--- src/rtl/alu_ctrl_pkg.sv ---
// Shared encodings and buffer-entry layout for the ALU issue controller.
package alu_ctrl_pkg;

    // Supported major opcodes
    localparam logic [6:0] OPC_RTYPE = 7'b0110011;
    localparam logic [6:0] OPC_ITYPE = 7'b0010011;

    // func7 values that alu_top understands
    localparam logic [6:0] F7_BASE = 7'b0000000;
    localparam logic [6:0] F7_ALT  = 7'b0100000;

    // func3 encodings
    localparam logic [2:0] F3_ADD  = 3'b000;
    localparam logic [2:0] F3_SLL  = 3'b001;
    localparam logic [2:0] F3_SLT  = 3'b010;
    localparam logic [2:0] F3_SLTU = 3'b011;
    localparam logic [2:0] F3_XOR  = 3'b100;
    localparam logic [2:0] F3_SR   = 3'b101;
    localparam logic [2:0] F3_OR   = 3'b110;
    localparam logic [2:0] F3_AND  = 3'b111;

    // Buffer entry: {result, flags, rd, illegal}
    localparam int FLAGS_W = 4;

    function automatic int entry_width(input int xlen, input int rd_w);
        return xlen + FLAGS_W + rd_w + 1;
    endfunction

endpackage

--- src/rtl/alu_issue_ctrl_if.sv ---
// Issue-side and writeback-side handshake bundle of the ALU issue controller.
interface alu_issue_ctrl_if #(
    parameter int XLEN = 32,
    parameter int RD_W = 5
);
    logic            in_valid;
    logic            in_ready;
    logic [XLEN-1:0] in_op1;
    logic [XLEN-1:0] in_rs2;
    logic [XLEN-1:0] in_imm;
    logic [6:0]      in_opcode;
    logic [2:0]      in_func3;
    logic [6:0]      in_func7;
    logic [RD_W-1:0] in_rd;

    logic            out_valid;
    logic            out_ready;
    logic [XLEN-1:0] out_result;
    logic [3:0]      out_flags;
    logic [RD_W-1:0] out_rd;
    logic            out_illegal;

    // Pipeline side: drives ops in, consumes results
    modport master (
        output in_valid, in_op1, in_rs2, in_imm, in_opcode, in_func3, in_func7, in_rd, out_ready,
        input  in_ready, out_valid, out_result, out_flags, out_rd, out_illegal
    );

    // Controller side
    modport slave (
        input  in_valid, in_op1, in_rs2, in_imm, in_opcode, in_func3, in_func7, in_rd, out_ready,
        output in_ready, out_valid, out_result, out_flags, out_rd, out_illegal
    );
endinterface

--- src/rtl/alu_op_decode.sv ---
// Operand select, func7 legalisation and illegal-encoding detection for alu_top.
module alu_op_decode
    import alu_ctrl_pkg::*;
#(
    parameter int XLEN = 32
) (
    input  logic [XLEN-1:0] op1,
    input  logic [XLEN-1:0] rs2,
    input  logic [XLEN-1:0] imm,
    input  logic [6:0]      opcode,
    input  logic [2:0]      func3,
    input  logic [6:0]      func7,
    output logic [XLEN-1:0] alu_op1,
    output logic [XLEN-1:0] alu_op2,
    output logic [XLEN-1:0] alu_imm,
    output logic [6:0]      alu_opcode,
    output logic [2:0]      alu_func3,
    output logic [6:0]      alu_func7,
    output logic            illegal
);
    logic       is_r;
    logic       is_i;
    logic [6:0] imm_f7;
    logic [6:0] f7_leg;

    // Classify the op, flag bad encodings, and zero the ALU drive for them
    always_comb begin
        is_r   = (opcode == OPC_RTYPE);
        is_i   = (opcode == OPC_ITYPE);
        imm_f7 = imm[11:5];

        illegal = 1'b0;
        if (!is_r && !is_i)
            illegal = 1'b1;
        if (is_r && func7 != F7_BASE && func7 != F7_ALT)
            illegal = 1'b1;
        if (is_r && func7 == F7_ALT && func3 != F3_ADD && func3 != F3_SR)
            illegal = 1'b1;
        if (is_i && func3 == F3_SLL && imm_f7 != F7_BASE)
            illegal = 1'b1;
        if (is_i && func3 == F3_SR && imm_f7 != F7_BASE && imm_f7 != F7_ALT)
            illegal = 1'b1;

        // I-type shifts carry func7 in the immediate; ADDI must never subtract
        if (is_r)
            f7_leg = func7;
        else if (func3 == F3_SR)
            f7_leg = imm_f7;
        else
            f7_leg = F7_BASE;

        alu_op1    = '0;
        alu_op2    = '0;
        alu_imm    = '0;
        alu_opcode = '0;
        alu_func3  = '0;
        alu_func7  = '0;
        if (!illegal) begin
            alu_op1    = op1;
            alu_op2    = is_r ? rs2 : imm;
            alu_imm    = imm;
            alu_opcode = opcode;
            alu_func3  = func3;
            alu_func7  = f7_leg;
        end
    end
endmodule

--- src/rtl/alu_issue_ctrl.sv ---
// Execute-stage sequencer: drives the shared alu_top, captures results into a
// 2-entry skid buffer toward EX/MEM and counts illegal ops.
module alu_issue_ctrl
    import alu_ctrl_pkg::*;
#(
    parameter int XLEN  = 32,
    parameter int RD_W  = 5,
    parameter int CNT_W = 16
) (
    input  logic                clk,
    input  logic                rst_n,
    input  logic                flush,
    alu_issue_ctrl_if.slave     bus,
    output logic [XLEN-1:0]     alu_op1,
    output logic [XLEN-1:0]     alu_op2,
    output logic [XLEN-1:0]     alu_imm,
    output logic [6:0]          alu_opcode,
    output logic [2:0]          alu_func3,
    output logic [6:0]          alu_func7,
    input  logic [XLEN-1:0]     alu_result,
    input  logic [FLAGS_W-1:0]  alu_flags,
    output logic [CNT_W-1:0]    illegal_cnt
);
    typedef struct packed {
        logic [XLEN-1:0]    result;
        logic [FLAGS_W-1:0] flags;
        logic [RD_W-1:0]    rd;
        logic               illegal;
    } entry_t;

    logic       illegal;
    logic       accept;
    logic       pop;
    logic [1:0] count;
    logic       head;
    logic       tail;
    entry_t     mem [2];
    entry_t     new_e;
    entry_t     head_e;

    alu_op_decode #(.XLEN(XLEN)) u_dec (
        .op1        (bus.in_op1),
        .rs2        (bus.in_rs2),
        .imm        (bus.in_imm),
        .opcode     (bus.in_opcode),
        .func3      (bus.in_func3),
        .func7      (bus.in_func7),
        .alu_op1    (alu_op1),
        .alu_op2    (alu_op2),
        .alu_imm    (alu_imm),
        .alu_opcode (alu_opcode),
        .alu_func3  (alu_func3),
        .alu_func7  (alu_func7),
        .illegal    (illegal)
    );

    assign bus.in_ready  = (count != 2'd2);
    assign bus.out_valid = (count != 2'd0);
    assign accept        = bus.in_valid & bus.in_ready & ~flush;
    assign pop           = bus.out_valid & bus.out_ready;

    // Entry to capture this cycle; illegal ops never leak ALU output
    always_comb begin
        new_e         = '0;
        new_e.rd      = bus.in_rd;
        new_e.illegal = illegal;
        if (!illegal) begin
            new_e.result = alu_result;
            new_e.flags  = alu_flags;
        end
    end

    // Head of the buffer on the output, zero when empty
    always_comb begin
        head_e = '0;
        if (count != 2'd0)
            head_e = mem[head];
    end

    assign bus.out_result  = head_e.result;
    assign bus.out_flags   = head_e.flags;
    assign bus.out_rd      = head_e.rd;
    assign bus.out_illegal = head_e.illegal;

    // Skid buffer storage, pointers and occupancy; flush beats push and pop
    always_ff @(posedge clk or negedge rst_n) begin
        if (!rst_n) begin
            count  <= 2'd0;
            head   <= 1'b0;
            tail   <= 1'b0;
            mem[0] <= '0;
            mem[1] <= '0;
        end else if (flush) begin
            count <= 2'd0;
            head  <= 1'b0;
            tail  <= 1'b0;
        end else begin
            if (accept) begin
                mem[tail] <= new_e;
                tail      <= ~tail;
            end
            if (pop)
                head <= ~head;
            case ({accept, pop})
                2'b10:   count <= count + 2'd1;
                2'b01:   count <= count - 2'd1;
                default: count <= count;
            endcase
        end
    end

    // Saturating count of accepted illegal ops
    always_ff @(posedge clk or negedge rst_n) begin
        if (!rst_n)
            illegal_cnt <= '0;
        else if (accept && illegal && !(&illegal_cnt))
            illegal_cnt <= illegal_cnt + 1'b1;
    end
endmodule

--- src/flat_wrapper.sv ---
// flat-port wrapper written by rule: the top's interface ports become plain ports
module alu_issue_ctrl_flat import alu_ctrl_pkg::*;
#(
    parameter int XLEN  = 32,
    parameter int RD_W  = 5,
    parameter int CNT_W = 16
)
  (clk, rst_n, flush, alu_op1, alu_op2, alu_imm, alu_opcode, alu_func3, alu_func7, alu_result, alu_flags, illegal_cnt, bus_in_valid, bus_in_op1, bus_in_rs2, bus_in_imm, bus_in_opcode, bus_in_func3, bus_in_func7, bus_in_rd, bus_out_ready, bus_in_ready, bus_out_valid, bus_out_result, bus_out_flags, bus_out_rd, bus_out_illegal);
  alu_issue_ctrl_if #(.XLEN(XLEN), .RD_W(RD_W)) bus_i ();
  input  logic clk;
  input  logic rst_n;
  input  logic flush;
  output logic [XLEN-1:0] alu_op1;
  output logic [XLEN-1:0] alu_op2;
  output logic [XLEN-1:0] alu_imm;
  output logic [6:0] alu_opcode;
  output logic [2:0] alu_func3;
  output logic [6:0] alu_func7;
  input  logic [XLEN-1:0] alu_result;
  input  logic [FLAGS_W-1:0] alu_flags;
  output logic [CNT_W-1:0] illegal_cnt;
  input wire logic [$bits(bus_i.in_valid)-1:0] bus_in_valid;
  input wire logic [$bits(bus_i.in_op1)-1:0] bus_in_op1;
  input wire logic [$bits(bus_i.in_rs2)-1:0] bus_in_rs2;
  input wire logic [$bits(bus_i.in_imm)-1:0] bus_in_imm;
  input wire logic [$bits(bus_i.in_opcode)-1:0] bus_in_opcode;
  input wire logic [$bits(bus_i.in_func3)-1:0] bus_in_func3;
  input wire logic [$bits(bus_i.in_func7)-1:0] bus_in_func7;
  input wire logic [$bits(bus_i.in_rd)-1:0] bus_in_rd;
  input wire logic [$bits(bus_i.out_ready)-1:0] bus_out_ready;
  output wire logic [$bits(bus_i.in_ready)-1:0] bus_in_ready;
  output wire logic [$bits(bus_i.out_valid)-1:0] bus_out_valid;
  output wire logic [$bits(bus_i.out_result)-1:0] bus_out_result;
  output wire logic [$bits(bus_i.out_flags)-1:0] bus_out_flags;
  output wire logic [$bits(bus_i.out_rd)-1:0] bus_out_rd;
  output wire logic [$bits(bus_i.out_illegal)-1:0] bus_out_illegal;
  assign bus_i.in_valid = bus_in_valid;
  assign bus_i.in_op1 = bus_in_op1;
  assign bus_i.in_rs2 = bus_in_rs2;
  assign bus_i.in_imm = bus_in_imm;
  assign bus_i.in_opcode = bus_in_opcode;
  assign bus_i.in_func3 = bus_in_func3;
  assign bus_i.in_func7 = bus_in_func7;
  assign bus_i.in_rd = bus_in_rd;
  assign bus_i.out_ready = bus_out_ready;
  assign bus_in_ready = bus_i.in_ready;
  assign bus_out_valid = bus_i.out_valid;
  assign bus_out_result = bus_i.out_result;
  assign bus_out_flags = bus_i.out_flags;
  assign bus_out_rd = bus_i.out_rd;
  assign bus_out_illegal = bus_i.out_illegal;
  alu_issue_ctrl #(.XLEN(XLEN), .RD_W(RD_W), .CNT_W(CNT_W)) u_core (.clk(clk), .rst_n(rst_n), .flush(flush), .bus(bus_i), .alu_op1(alu_op1), .alu_op2(alu_op2), .alu_imm(alu_imm), .alu_opcode(alu_opcode), .alu_func3(alu_func3), .alu_func7(alu_func7), .alu_result(alu_result), .alu_flags(alu_flags), .illegal_cnt(illegal_cnt));
endmodule
--- config.mk ---
export PLATFORM = sky130hd
export DESIGN_NAME = alu_issue_ctrl_flat
export DESIGN_NICKNAME = d
export VERILOG_FILES = /design/src/rtl/alu_ctrl_pkg.sv /design/src/rtl/alu_issue_ctrl_if.sv /design/src/rtl/alu_op_decode.sv /design/src/rtl/alu_issue_ctrl.sv /design/src/flat_wrapper.sv
export SDC_FILE = /design/constraint.sdc
export NUM_CORES = 1
export LEC_CHECK = 0
export CORE_MARGIN = 10
export CORE_UTILIZATION = 42
export CTS_CLUSTER_SIZE = 8
export DETAILED_ROUTE_END_ITERATION = 10
export PLACE_DENSITY_LB_ADDON = 0.2
export SLEW_MARGIN = 20
export SYNTH_ARGS = -nofsm -noshare
export SYNTH_HDL_FRONTEND = slang
export SYNTH_HIERARCHICAL = 1
export SYNTH_SLANG_ARGS = --single-unit
--- constraint.sdc ---
create_clock -name clk -period 5.7 [get_ports clk]
set_clock_uncertainty 0.05 [all_clocks]
set_input_delay 0.57 -clock clk [delete_from_list [all_inputs] [get_ports clk]]
set_output_delay 0.57 -clock clk [all_outputs]
set_load 0.01 [all_outputs]
==> flow_summary.ini, run 1 <==
[clock_network]
cts_buffers = 9
h-tree-depth = 3
cts-root-buf = clkbuf_16
clkTransAtPathRegs_ps = 70
post_cts_resized = 0
ctsHoldBuffers = 0
clk_path_buf_depth = 2
cts_setup_buffers = 0
clkLatencyLatePin_ps = 340
cts_sinks = 104
cts_tree = done

[timing]
slew_viol_final = 0
fin_crit_sh = 0.800
fmax_mhz = 219
worstMarginPinSlew_ps = 1070
layout_min_cycle_time_ps = 4560
fin_ws_ps = 1140
setup_tns_ps = 0
setup_viol = 0
finalHoldViolations = 0
relSlewSlack = 0.287
rsz0062_at_grt = no

[detailed_routing]
first_pass_iters = 5
drc = 0
drt-total-wl_mm = 23.4
detail-route-antenna-nets = 0
via_per_inst = 4.98
wl_per_cell_um = 20.0
vias = 5837
drtIter0Drc = 341

[finish]
drive_above_1_share = 0.0475
register_area_um2 = 2600
nFillCells = 1142
areaGrowthSynthToFinish_pct = 60.1
nNetsFinal = 1144
finalNonFillerCells = 1171
multi_input_comb_area_um2 = 3080

[placement]
preCtsSetupSlack_ps = 1140
dp_cells = 1153
port_buffers = 322
dp_hpwl_mm = 18.5
gp_congestion = 1.01

[die]
core_um2 = 13900
ios = 332
dieWidth_um = 139
rows = 43
die-area_um2 = 19300
fp.dieH_um = 139
initial_utilization = 0.429

[synthesis]
ys.flop_type = dfrtp_1
yosys.area_share.simple = 0.281
ys_seq_area_frac = 0.437
ys_types = 41
synth-edff-count = 0
synthCells = 694
avgSynthCellArea_um2 = 8.58
yosys_warnings = 6
synth_area_leaders = dfrtp_1, nand2_1, and2_1
synthMuxAreaShare = 0.0969
synth_area_um2 = 5950
synth_top_family_by_area = simple AND/OR/NAND/NOR gates
synth_compound_area_frac = 0.102
synth_fa_ha_area_frac = 0.00210
yosysTopAreaCell = dfrtp_1
async_flop_share = 1.00
yosysMostFrequentCell = nand2_1
synth_commonest_cells = nand2_1, dfrtp_1, o21ai_0, and2_1, nor2_1
netlist.area_leader.share = 0.437
synth-seq-cells = 104
synth_xor_xnor_area_share = 0.0265

[worst_setup_path]
required_ps = 5080
worstPathArrival_ps = 3940
path_max_fanout = 47
crit_path_end_kind = output pin
critPathKind = input port to output pin
startpoint_type = input port

[power_and_ir_drop]
leakagePower_nw = 3.79
peakVddDrop_mv = 0.170
powerDensity_nw_per_um2 = 194
total_power_mw = 1.85

[hold_path]
min_path_type = input port to asynchronous set/reset pin

[global_routing]
grt_most_used_layer = met2
grt_usage = 0.229
gr-total-overflow = 0
grtUsageMet2 = 0.371
grt_use_met1 = 0.267
grt_pass1_wl_mm = 34.8
antenna_found_initial = 6
grt_pass1_vias = 5838
grt_max_degree = 79
gr-usage-met3 = 0.102

[run_status]
status = finished clean

[run]
drv_cap = 0
[cells by family (layout without fill, tap and decap cells)]
logic type | count (synthesis) | count (layout)
flops | 104 | 104
compound gates | 113 | 113
buf+inv | 61 | 348
other cells | 1 | 11
fa+ha+maj | 1 | 1
xor+xnor | 18 | 18
simple gates | 340 | 340
mux | 56 | 56
[stage by stage]
step	hold WS, ps	area (um^2)	util
floorplan	224	5980	-
global placement	410	9200	0.663
detailed placement	419	9200	0.663
CTS	202	9530	0.686
global route	220	9530	0.686
finish	181	9530	0.687
[final timing paths]
path | from | end | cells past startpoint | slack (ps)
hold / removal | rst_n | u_core/illegal_cnt[15] | 1 | 180
hold reg to reg | u_core/mem[55] | u_core/mem[55] | 2 | 430
setup reg to reg | u_core/count[0] | u_core/mem[44] | 3 | 3250
max in group asynchronous | rst_n | u_core/mem[75] | 2 | 4260
min in group clk | u_core/mem[55] | u_core/mem[55] | 2 | 430
setup / recovery | bus_in_imm[6] | alu_op2[6] | 7 | 1140
[flip-flops by register name, summed over array words and instances, names as in the netlist]
register,flops
u_core/head,1
u_core/tail,1
u_core/mem,84
u_core/count,2
u_core/illegal_cnt,16
[cells in the final DEF, fill, tap and decap left out, drive strengths merged, types with 3 or more instances in the layout]
master,n
and3,4
clkdlybuf4s50,321
or4,3
mux2i,43
xor2,8
o21ai,72
nand4,7
mux2,13
inv,3
clkbuf,10
and2,69
nand2b,39
conb,9
nand3,6
nand2,145
xnor2,10
dfrtp,104
and4,3
a21oi,35
buf,9
nor2,53
[worst max-delay path, stage by stage]
cell,delay (ps)
clkdlybuf4s50_1,450
or4_1,560
o41ai_2,300
and4_1,690
inv_2,500
a21oi_1,260
clkdlybuf4s50_1,600
[report_power, final]
part	total (mW)	internal, mW	switching [mW]
sequential	0.832	0.783	0.0490
combinational	0.355	0.207	0.148
clock	0.665	0.398	0.267
[routing by layer]
layer  wire, um  part of all wire
met1       9330              0.40
met2      11000              0.47
met3       2340              0.10
met4        614             0.026
met5         63            0.0027
[area by class of cell]
cell class | count | share of cell area
clock buffer | 10 | 0.0251
sequential | 104 | 0.273
antenna | 2 | 0.000525
timing repair buffer | 330 | 0.344
inverter | 2 | 0.000788
clock inverter | 6 | 0.00945
tap | 180 | 0.0236
multi-input combinational | 537 | 0.323
No activity file was read; power rests on OpenSTA's default activity.
==> run 2: changes to the inputs <==
--- a/config.mk
+++ b/config.mk
@@ -6,7 +6,7 @@
 export NUM_CORES = 1
 export LEC_CHECK = 0
 export CORE_MARGIN = 10
-export CORE_UTILIZATION = 42
+export CORE_UTILIZATION = 39
 export CTS_CLUSTER_SIZE = 8
 export DETAILED_ROUTE_END_ITERATION = 10
 export PLACE_DENSITY_LB_ADDON = 0.2
==> constraint.sdc (replaced) <==
create_clock -name clk -period 4.4 [get_ports clk]
set_clock_uncertainty 0.05 [all_clocks]
set_input_delay 0.44 -clock clk [delete_from_list [all_inputs] [get_ports clk]]
set_output_delay 0.44 -clock clk [all_outputs]
set_load 0.01 [all_outputs]
==> flow_summary.ini, run 2 (synthesized netlist as in run 1, its figures left out) <==
[run_status]
status = finished clean

[placement]
gp_congestion = 0.886
dp_hpwl_mm = 17.5
port_buffers = 322
dpl_cell_area_um2 = 9230
preCtsSetupSlack_ps = 618

[die]
core_um2 = 15100
rows = 45
dieWidth_um = 144
die-area_um2 = 20600
initial_utilization = 0.395
fp.dieH_um = 144
ios = 332

[timing]
worstMarginPinSlew_ps = 964
layout_min_cycle_time_ps = 3750
relSlewSlack = 0.357
holdWs_ps = 198
rsz0062_at_grt = no
fin_ws_ps = 647
setup_viol = 0
slew_viol_final = 0
setup_tns_ps = 0
fin_crit_sh = 0.853
fmax_mhz = 266
finalHoldViolations = 0

[worst_setup_path]
slowest_delay_ps = 590
cp_slowest_cell = clkdlybuf4s50_1
crit_cells = 7
critPathKind = input port to output pin
startpoint_type = input port
path_buf_inv = 3
ff2ff_path_depth = 5
worstPathArrival_ps = 3260
cp_common_cell = clkdlybuf4s50_1
path_max_fanout = 35
path_delay_family = buffers and inverters
path_cells = clkdlybuf4s50_1 > or4_1 > o41ai_2 > and4_1 > inv_2 > a21oi_1 > clkdlybuf4s50_1
required_ps = 3910
crit_path_end_kind = output pin

[clock_network]
clkLatencyLatePin_ps = 340
cts_setup_buffers = 0
clk_path_buf_depth = 2
post_cts_resized = 0
cts_tree = done
clkTransAtPathRegs_ps = 70
cts_sinks = 104
cts-root-buf = clkbuf_16
h-tree-depth = 3
cts_buffers = 9
ctsHoldBuffers = 0

[finish]
largest_registers = u_core/mem (84), u_core/illegal_cnt (16), u_core/count (2)
largest_register_ffs = 84
areaGrowthSynthToFinish_pct = 60.7
layout_commonest_cell = clkdlybuf4s50_1
top_register = u_core/mem
drive_above_1_share = 0.0504
layout_common_cells = clkdlybuf4s50_1, nand2_1, dfrtp_1, o21ai_0, and2_1
nNetsFinal = 1147
fin_area_um2 = 9570

[global_routing]
gr-usage-met3 = 0.0924
grt_pass1_wl_mm = 34.0
grt_max_degree = 79
grtUsageMet2 = 0.349
gr-total-overflow = 0
grt_use_met1 = 0.247
grt_usage = 0.212
antenna_found_initial = 4
grt_pass1_vias = 5731
grt_most_used_layer = met2

[hold_path]
min_path_type = input port to asynchronous set/reset pin

[detailed_routing]
drtIter0Drc = 282
vias = 5731
wl_per_cell_um = 19.0
via_per_inst = 4.85
first_pass_iters = 7
drt-total-wl_mm = 22.4
detail-route-antenna-nets = 0
drc = 0

[run]
drv_cap = 0

[power_and_ir_drop]
total_power_mw = 2.37
powerDensity_nw_per_um2 = 247
leakagePower_nw = 3.80
peakVddDrop_mv = 0.178
[run 2: cell count changes in the layout (fill, tap and decap cells not counted), sizes merged]
cell | previous run | this run
buf | 9 | 12
bufinv | 2 | 1
clkbuf | 10 | 9
clkinv | 2 | 1
diode | 2 | 1
inv | 3 | 6
[run 2: layout make-up]
cell class / instances / area (um^2)
diodes: 1 / 2.50
clock buffers: 9 / 225
clock inverters: 7 / 86.3
fillers: 1329 / 5520
inverters: 2 / 7.51
multi-input cells: 537 / 3090
flip-flops and latches: 104 / 2600
well taps: 188 / 235
repair buffers: 333 / 3320
[run 2: path summary, 6_finish.rpt]
check	from	to	slack (ps)
worst max-delay path	bus_in_imm[6]	alu_op2[1]	650
worst min-delay path	rst_n	u_core/mem[78]	200
worst max register to register	u_core/count[0]	u_core/mem[67]	2100
worst min register to register	u_core/mem[66]	u_core/mem[66]	430
max in group asynchronous	rst_n	u_core/mem[0]	3170
min in group clk	u_core/mem[66]	u_core/mem[66]	430
[run 2: where the power goes]
| part | internal, mW | total, mW | switching, mW |
|---|---|---|---|
| Sequential | 1.01 | 1.08 | 0.0639 |
| Clock | 0.454 | 0.825 | 0.371 |
| Combinational | 0.273 | 0.465 | 0.192 |
| Total | 1.74 | 2.37 | 0.627 |
[run 2: through the flow]
| stage | util | instances |
|---|---|---|
| finish | 0.634 | 1181 |
| global route | 0.634 | 1180 |
| CTS | 0.632 | 1179 |
| detailed placement | 0.612 | 1163 |
| global placement | 0.612 | 1163 |
| floorplan | - | 702 |
[run 2: worst reg2reg max path, stage by stage, from the launching register on]
cell	delay (ps)
dfrtp_1	460
nand2b_1	380
nand4bb_4	580
buf_4	490
nand2_1	130
o21ai_0	90
[run 2: routing by layer]
layer	vias to the layer above	wire [um]	share of wire
met5	-	21	0.00094
met1	2644	8900	0.40
li1	2865	-	-
met3	31	2210	0.098
met2	187	10900	0.49
met4	4	420	0.019
==> run 3: changes to the inputs <==
--- a/config.mk
+++ b/config.mk
@@ -10,7 +10,7 @@
 export CTS_CLUSTER_SIZE = 8
 export DETAILED_ROUTE_END_ITERATION = 10
 export PLACE_DENSITY_LB_ADDON = 0.2
-export SLEW_MARGIN = 20
+export SLEW_MARGIN = 30
 export SYNTH_ARGS = -nofsm -noshare
 export SYNTH_HDL_FRONTEND = slang
 export SYNTH_HIERARCHICAL = 1
==> flow_summary.ini, run 3 (synthesized netlist as in run 1, its figures left out) <==
[timing]
worstMarginPinSlew_ps = 755
fin_crit_sh = 0.859
fmax_mhz = 265
setup_tns_ps = 0
setup_viol = 0
layout_min_cycle_time_ps = 3780
holdWs_ps = -3.09
relSlewSlack = 0.497
rsz0062_at_grt = no
slew_viol_final = 0
fin_ws_ps = 619
finalHoldViolations = 5

[clock_network]
ctsHoldBuffers = 0
cts_buffers = 9
clkTransAtPathRegs_ps = 70
cts_tree = done
cts_sinks = 104
cts-root-buf = clkbuf_16
clkLatencyLatePin_ps = 340
cts_setup_buffers = 0
post_cts_resized = 0
clk_path_buf_depth = 2
h-tree-depth = 3

[worst_setup_path]
worstPathArrival_ps = 3290
r2r_start = u_core/count[0]
worstSetupEndpoint = alu_op2[29]
required_ps = 3910
r2r_end = u_core/mem[77]
cp-startpoint = bus_in_imm[6]
slowest_delay_ps = 590
rrSetupSlack_ps = 2090
path_cells = clkdlybuf4s50_1 > or4_1 > o41ai_2 > and4_1 > inv_2 > a21oi_1 > clkdlybuf4s50_1
crit_cells = 7
startpoint_type = input port
path_delay_family = buffers and inverters
ff2ff_path_depth = 5
path_max_fanout = 35
crit_path_end_kind = output pin
critPathKind = input port to output pin
cp_common_cell = clkdlybuf4s50_1
path_buf_inv = 3
cp_slowest_cell = clkdlybuf4s50_1

[global_routing]
antenna_found_initial = 4
gr-total-overflow = 0
grt_pass1_wl_mm = 33.6
grt_pass1_vias = 5739
grt_usage = 0.211
grt_max_degree = 79

[run_status]
failed_checks = negative hold slack
status = complete, but fails checks

[finish]
drive_above_1_share = 0.0514
layout_common_cells = clkdlybuf4s50_1, nand2_1, dfrtp_1, o21ai_0, and2_1
nNetsFinal = 1148
top_register = u_core/mem
largest_registers = u_core/mem (84), u_core/illegal_cnt (16), u_core/count (2)
largest_register_ffs = 84
areaGrowthSynthToFinish_pct = 61.2
layout_commonest_cell = clkdlybuf4s50_1
final_core_util = 0.636

[die]
fp.dieH_um = 144
core_um2 = 15100
ios = 332
initial_utilization = 0.395
dieWidth_um = 144
rows = 45
die-area_um2 = 20600

[detailed_routing]
via_per_inst = 4.85
wl_per_cell_um = 19.2
drt-total-wl_mm = 22.6
detail-route-antenna-nets = 0
vias = 5732
first_pass_iters = 5
drc = 0
drtIter0Drc = 296

[placement]
preCtsSetupSlack_ps = 631
dp_hpwl_mm = 17.8
gp_congestion = 0.886
port_buffers = 322

[power_and_ir_drop]
peakVddDrop_mv = 0.203
leakagePower_nw = 3.81
powerDensity_nw_per_um2 = 247

[run]
drv_cap = 0

[hold_path]
min_path_type = input port to asynchronous set/reset pin
-- run 3: changes by cell type in the layout (fill, tap and decap cells not counted), sizes merged --
cell    change
buf         +1
clkinv      +1
inv         -1
-- run 3: through the flow --
step	total power [mW]	instances	cell area (um^2)
floorplan	1.26	702	5980
global placement	1.55	1163	9230
detailed placement	1.57	1165	9280
CTS	2.39	1181	9600
global route	2.47	1181	9600
finish	2.37	1182	9600
-- run 3: layout make-up --
cell class | instances | area, um^2
Fill cell | 1317 | 5490
Tap cell | 188 | 235
Inverter | 2 | 7.51
Sequential cell | 104 | 2600
Clock inverter | 7 | 86.3
Antenna cell | 1 | 2.50
Clock buffer | 9 | 225
Multi-Input combinational cell | 537 | 3090
Timing Repair Buffer | 334 | 3350
-- run 3: how the worst min path moves through the flow --
| stage | to | start | depth (start not counted) | slack [ps] |
|---|---|---|---|---|
| 6_report | u_core/mem[36] | rst_n | 1 | -3 |
| 5_1_grt | u_core/mem[36] | rst_n | 1 | 30 |
| 4_1_cts | u_core/illegal_cnt[2] | rst_n | 1 | 7 |
| 3_5_place_dp | u_core/mem[36] | rst_n | 1 | 380 |
| 3_3_place_gp | u_core/mem[53] | u_core/mem[53] | 2 | 410 |
| 2_1_floorplan | u_core/count[0] | rst_n | 0 | 90 |
-- run 3: metal layers --
layer  GRT usage  vias up  wire (um)
met5           0        -         47
met4      0.0473        6        370
met3      0.0917       31       2210
met2       0.354      180      10900
met1       0.243     2662       9120
li1            -     2853          -
-- run 3: power breakdown --
group	leakage, nW	internal [mW]	switching (mW)
logic	2.26	0.275	0.195
registers	1.41	1.01	0.0632
clock network	0.150	0.453	0.366
==> edit 1, RTL diff (settings of run 1) <==
`CNT_W` is set to 16 in 2 places; all go to 24.
--- a/src/rtl/alu_issue_ctrl.sv
+++ b/src/rtl/alu_issue_ctrl.sv
@@ -6,5 +6,5 @@
     parameter int XLEN  = 32,
     parameter int RD_W  = 5,
-    parameter int CNT_W = 16
+    parameter int CNT_W = 24
 ) (
     input  logic                clk,
--- a/src/flat_wrapper.sv
+++ b/src/flat_wrapper.sv
@@ -4,5 +4,5 @@
     parameter int XLEN  = 32,
     parameter int RD_W  = 5,
-    parameter int CNT_W = 16
+    parameter int CNT_W = 24
 )
   (clk, rst_n, flush, alu_op1, alu_op2, alu_imm, alu_opcode, alu_func3, alu_func7, alu_result, alu_flags, illegal_cnt, bus_in_valid, bus_in_op1, bus_in_rs2, bus_in_imm, bus_in_opcode, bus_in_func3, bus_in_func7, bus_in_rd, bus_out_ready, bus_in_ready, bus_out_valid, bus_out_result, bus_out_flags, bus_out_rd, bus_out_illegal);
Ports: changed (resized illegal_cnt); port bits go from 332 to 340. The function was not compared with the original's and may differ.
==> edit 1 against run 1 <==
Final area up 5.5%; area after synthesis increased by 7.0%; sequential cell count up 8; non-clock buffer count increased by 8; routed wire length rose by 3.1%; worst setup slack gained 0.45 ns; total power grew 4.1%; largest cell class unchanged; via count rose by 6.0%.
==> edit 1: results <==
group,metric,value,unit
status,outcome,"finished, final reports clean",
synthesis,synthTopCellsByArea,"dfrtp_1 44%, nand2_1 8.8%, and2_1 6.9%",
worst_setup_path,crit_slowest_cell,"clkdlybuf4s50_1",
power_and_ir_drop,power_switching,0.4916,mW
global_routing,grt.met3_usage,6.401,%
finish,fillCellCount,1217,
timing,worst_pin_slew,0.7420,ns
global_routing,grt_pass1_vias,5951,
worst_setup_path,critPathArrivalTime,3.49,ns
global_routing,grt_usage,22.24,%
synthesis,synth.top_cells.by_count,"150 x nand2_1, 112 x dfrtp_1, 72 x o21ai_0",
finish,diodes,1,
finish,layout-drive-gt1-share,4.995,%
drt,drt_iter0_drc,418,
drt,via_count,6186,
global_routing,met1_usage,26.06,%
synthesis,synthXorXnorAreaFrac,3.301,%
worst_setup_path,path_max_fanout,43,
finish,clock_cell_area_share,3.297,%
finish,final_cell_area,10060,µm²
timing,hold_slack,0.1889,ns
drt,dr.max_layer_used,"met4",
power_and_ir_drop,ir_worst_vdd,0.2027,mV
finish,buffers,338,
worst_setup_path,reg2regPathDepth,6,
power_and_ir_drop,p_leak,4.048,nW
worst_setup_path,worstReg2RegEnd,"u_core/illegal_cnt[13]",
synthesis,synthAdderAreaFrac,0.1965,%
worst_setup_path,cp-startpoint,"bus_in_func7[1]",
synthesis,synth.avg_cell_area,8.606,µm²
synthesis,synth_mux_area_share,9.234,%
placement,dp_cells,1207,
placement,hpwl,18.88,mm
finish,multi_input_area_share,32.77,%
global_routing,grt_pass1_wl,35.98,mm
placement,globalplace.congestion,0.9350,
placement,dp_slack,1.616,ns
drt,route.met2.wl,12.23,mm
finish,nMultiInputCombCells,573,
worst_setup_path,r2r-start,"u_core/illegal_cnt[0]",
drt,post_drt_via_cell_ratio,5.046,
finish,sh_seq_area,27.88,%
global_routing,grt_use_met2,39.10,%
drt,wire_per_inst,19.67,µm
clock_network,clock-sinks,112,
synthesis,ys_seq_area_share,44.01,%
synthesis,synth_cell_types,46,
## edit 1: cell count changes in the layout (fill, tap and decap cells not counted), moves of 2 or more
cell and change:
and3_2 +2, o2111ai_1 +2, clkdlybuf4s50_1 +8, and4_2 +3
nor3_1 +2, nand2_1 +5, dfrtp_1 +8, nand3_1 +3
buf_12 +2, buf_4 -2, nor2_1 +5, xor2_1 +6
nand4_1 +4
## edit 1: how the worst max path moves through the flow
stage                            end  depth (start not counted)
4_1_cts                 alu_func7[5]                          8
6_report                alu_func7[5]                          8
3_3_place_gp            alu_func7[5]                          8
2_1_floorplan  u_core/illegal_cnt[5]                         11
3_5_place_dp            alu_func7[5]                          8
5_1_grt                 alu_func7[5]                          8
## edit 1: worst max-delay path, delay by kind of cell
| kind | cells | cell delay, ns |
|---|---|---|
| buffers and inverters | 4 | 1.52 |
| and+or+nand+nor | 2 | 0.84 |
| AOI/OAI and AO/OA | 2 | 0.55 |
==> edit 2, RTL diff (config.mk and constraints of run 1) <==
Without the edit above. Register the output `bus.out_flags`; this adds one clock of latency there.
--- a/src/rtl/alu_issue_ctrl.sv
+++ b/src/rtl/alu_issue_ctrl.sv
@@ -79,5 +79,7 @@
 
     assign bus.out_result  = head_e.result;
-    assign bus.out_flags   = head_e.flags;
+    always_ff @(posedge clk) begin
+        bus.out_flags <= head_e.flags;
+    end
     assign bus.out_rd      = head_e.rd;
     assign bus.out_illegal = head_e.illegal;
Behaviour: not the same (a bounded check fails within 4 cycles, from zero or initial values and one cycle with rst_n low).
==> edit 2 against run 1 <==
Die area increased by 1.8%; sequential cell count rose by 4; critical path depth increased by 1; area after synthesis is 2.1% higher; total power is 0.73% higher; global-route usage shrank 0.71 points; largest cell class unchanged; final area is 1.3% higher; routed wire length down 1.2%; worst setup slack gained 0.37 ns.
==> edit 2: results <==
group,metric,value,unit
synthesis,ys_seq_area_share,44.11,%
finish,layout-drive-gt1-share,5.205,%
status,outcome,"finished, final reports clean",
placement,dp_slack,1.520,ns
timing,finalCriticalPeriod,4.184,ns
worst_setup_path,setup.worst_path.end,"alu_op2[10]",
timing,hold_slack,0.1377,ns
global_routing,grt_pass1_wl,34.63,mm
global_routing,grt.met3_usage,6.288,%
drt,drt_wl_total,23.11,mm
drt,route.met2.wl,12.10,mm
worst_setup_path,worstReg2RegEnd,"u_core/mem[1]",
drt,post_drt_via_cell_ratio,4.983,
placement,globalplace.congestion,0.9121,
finish,fillCellCount,1180,
placement,hpwl,17.99,mm
synthesis,async_flop_share,96.30,%
power_and_ir_drop,ir_worst_vdd,0.1538,mV
global_routing,met1_usage,25.43,%
global_routing,grt_usage,22.15,%
worst_setup_path,path_max_fanout,45,
power_and_ir_drop,p_leak,3.861,nW
worst_setup_path,reg2regPathDepth,4,
synthesis,synthTopCellsByArea,"dfrtp_1 43%, nand2_1 8.9%, and2_1 7.1%",
global_routing,grt_use_met2,39.41,%
timing,worst_pin_slew,0.7816,ns
global_routing,antenna_found_initial,3,
synthesis,synth_cell_types,44,
synthesis,synth.avg_cell_area,8.639,µm²
drt,dr.max_layer_used,"met4",
edit 2: cell types whose count changed in the layout (fill, tap and decap cells not counted), sizes merged, moves of 2 or more:
| cell | delta |
|---|---|
| dfxtp | +4 |
| nor2 | -2 |
| nor4b | +2 |
| xor2 | +10 |
| and3 | -3 |
| nor3 | +3 |
| or2 | +2 |
| nand4b | -2 |
| nor4 | +7 |
| xnor2 | -10 |
edit 2: kinds of logic (layout without fill, tap and decap cells):
kind of cell,count (synthesis),after routing,share of synthesized area [%]
and+or+nand+nor,348,348,28.68
AOI/OAI and AO/OA,111,111,9.463
DFF,108,108,44.11
buffers and inverters,61,348,5.410
muxes,56,56,9.484
xor gates and xnor gates,18,18,2.592
adders and majority gates,1,1,0.2057
other,1,12,0.06166
edit 2: power by group through the flow:
stage,Combinational (mW),Sequential [mW],Clock [mW]
after CTS,0.359,0.858,0.666
after global routing,0.385,0.864,0.695
after detailed placement,0.356,0.874,0
after floorplan,0.139,0.866,0
after global placement,0.351,0.872,0
final,0.357,0.858,0.650
edit 2: critical path: stages:
cell and delay (ns):
clkdlybuf4s50_1 0.43, or4_1 0.57, o41ai_2 0.32, and4_1 0.28
inv_2 0.29, buf_4 0.35, a21oi_1 0.16, clkdlybuf4s50_1 0.56
edit 2: cell type report:
type | count | area [µm²] | share of cell area [%]
repair buffers | 330 | 3293 | 34.11
multi-input cells | 543 | 3126 | 32.37
flip-flops and latches | 108 | 2684 | 27.80
clock buffers | 10 | 229.0 | 2.372
well taps | 180 | 225.2 | 2.333
clock inverters | 6 | 82.58 | 0.8554
inverters | 2 | 7.507 | 0.07776
diodes | 3 | 7.507 | 0.07776
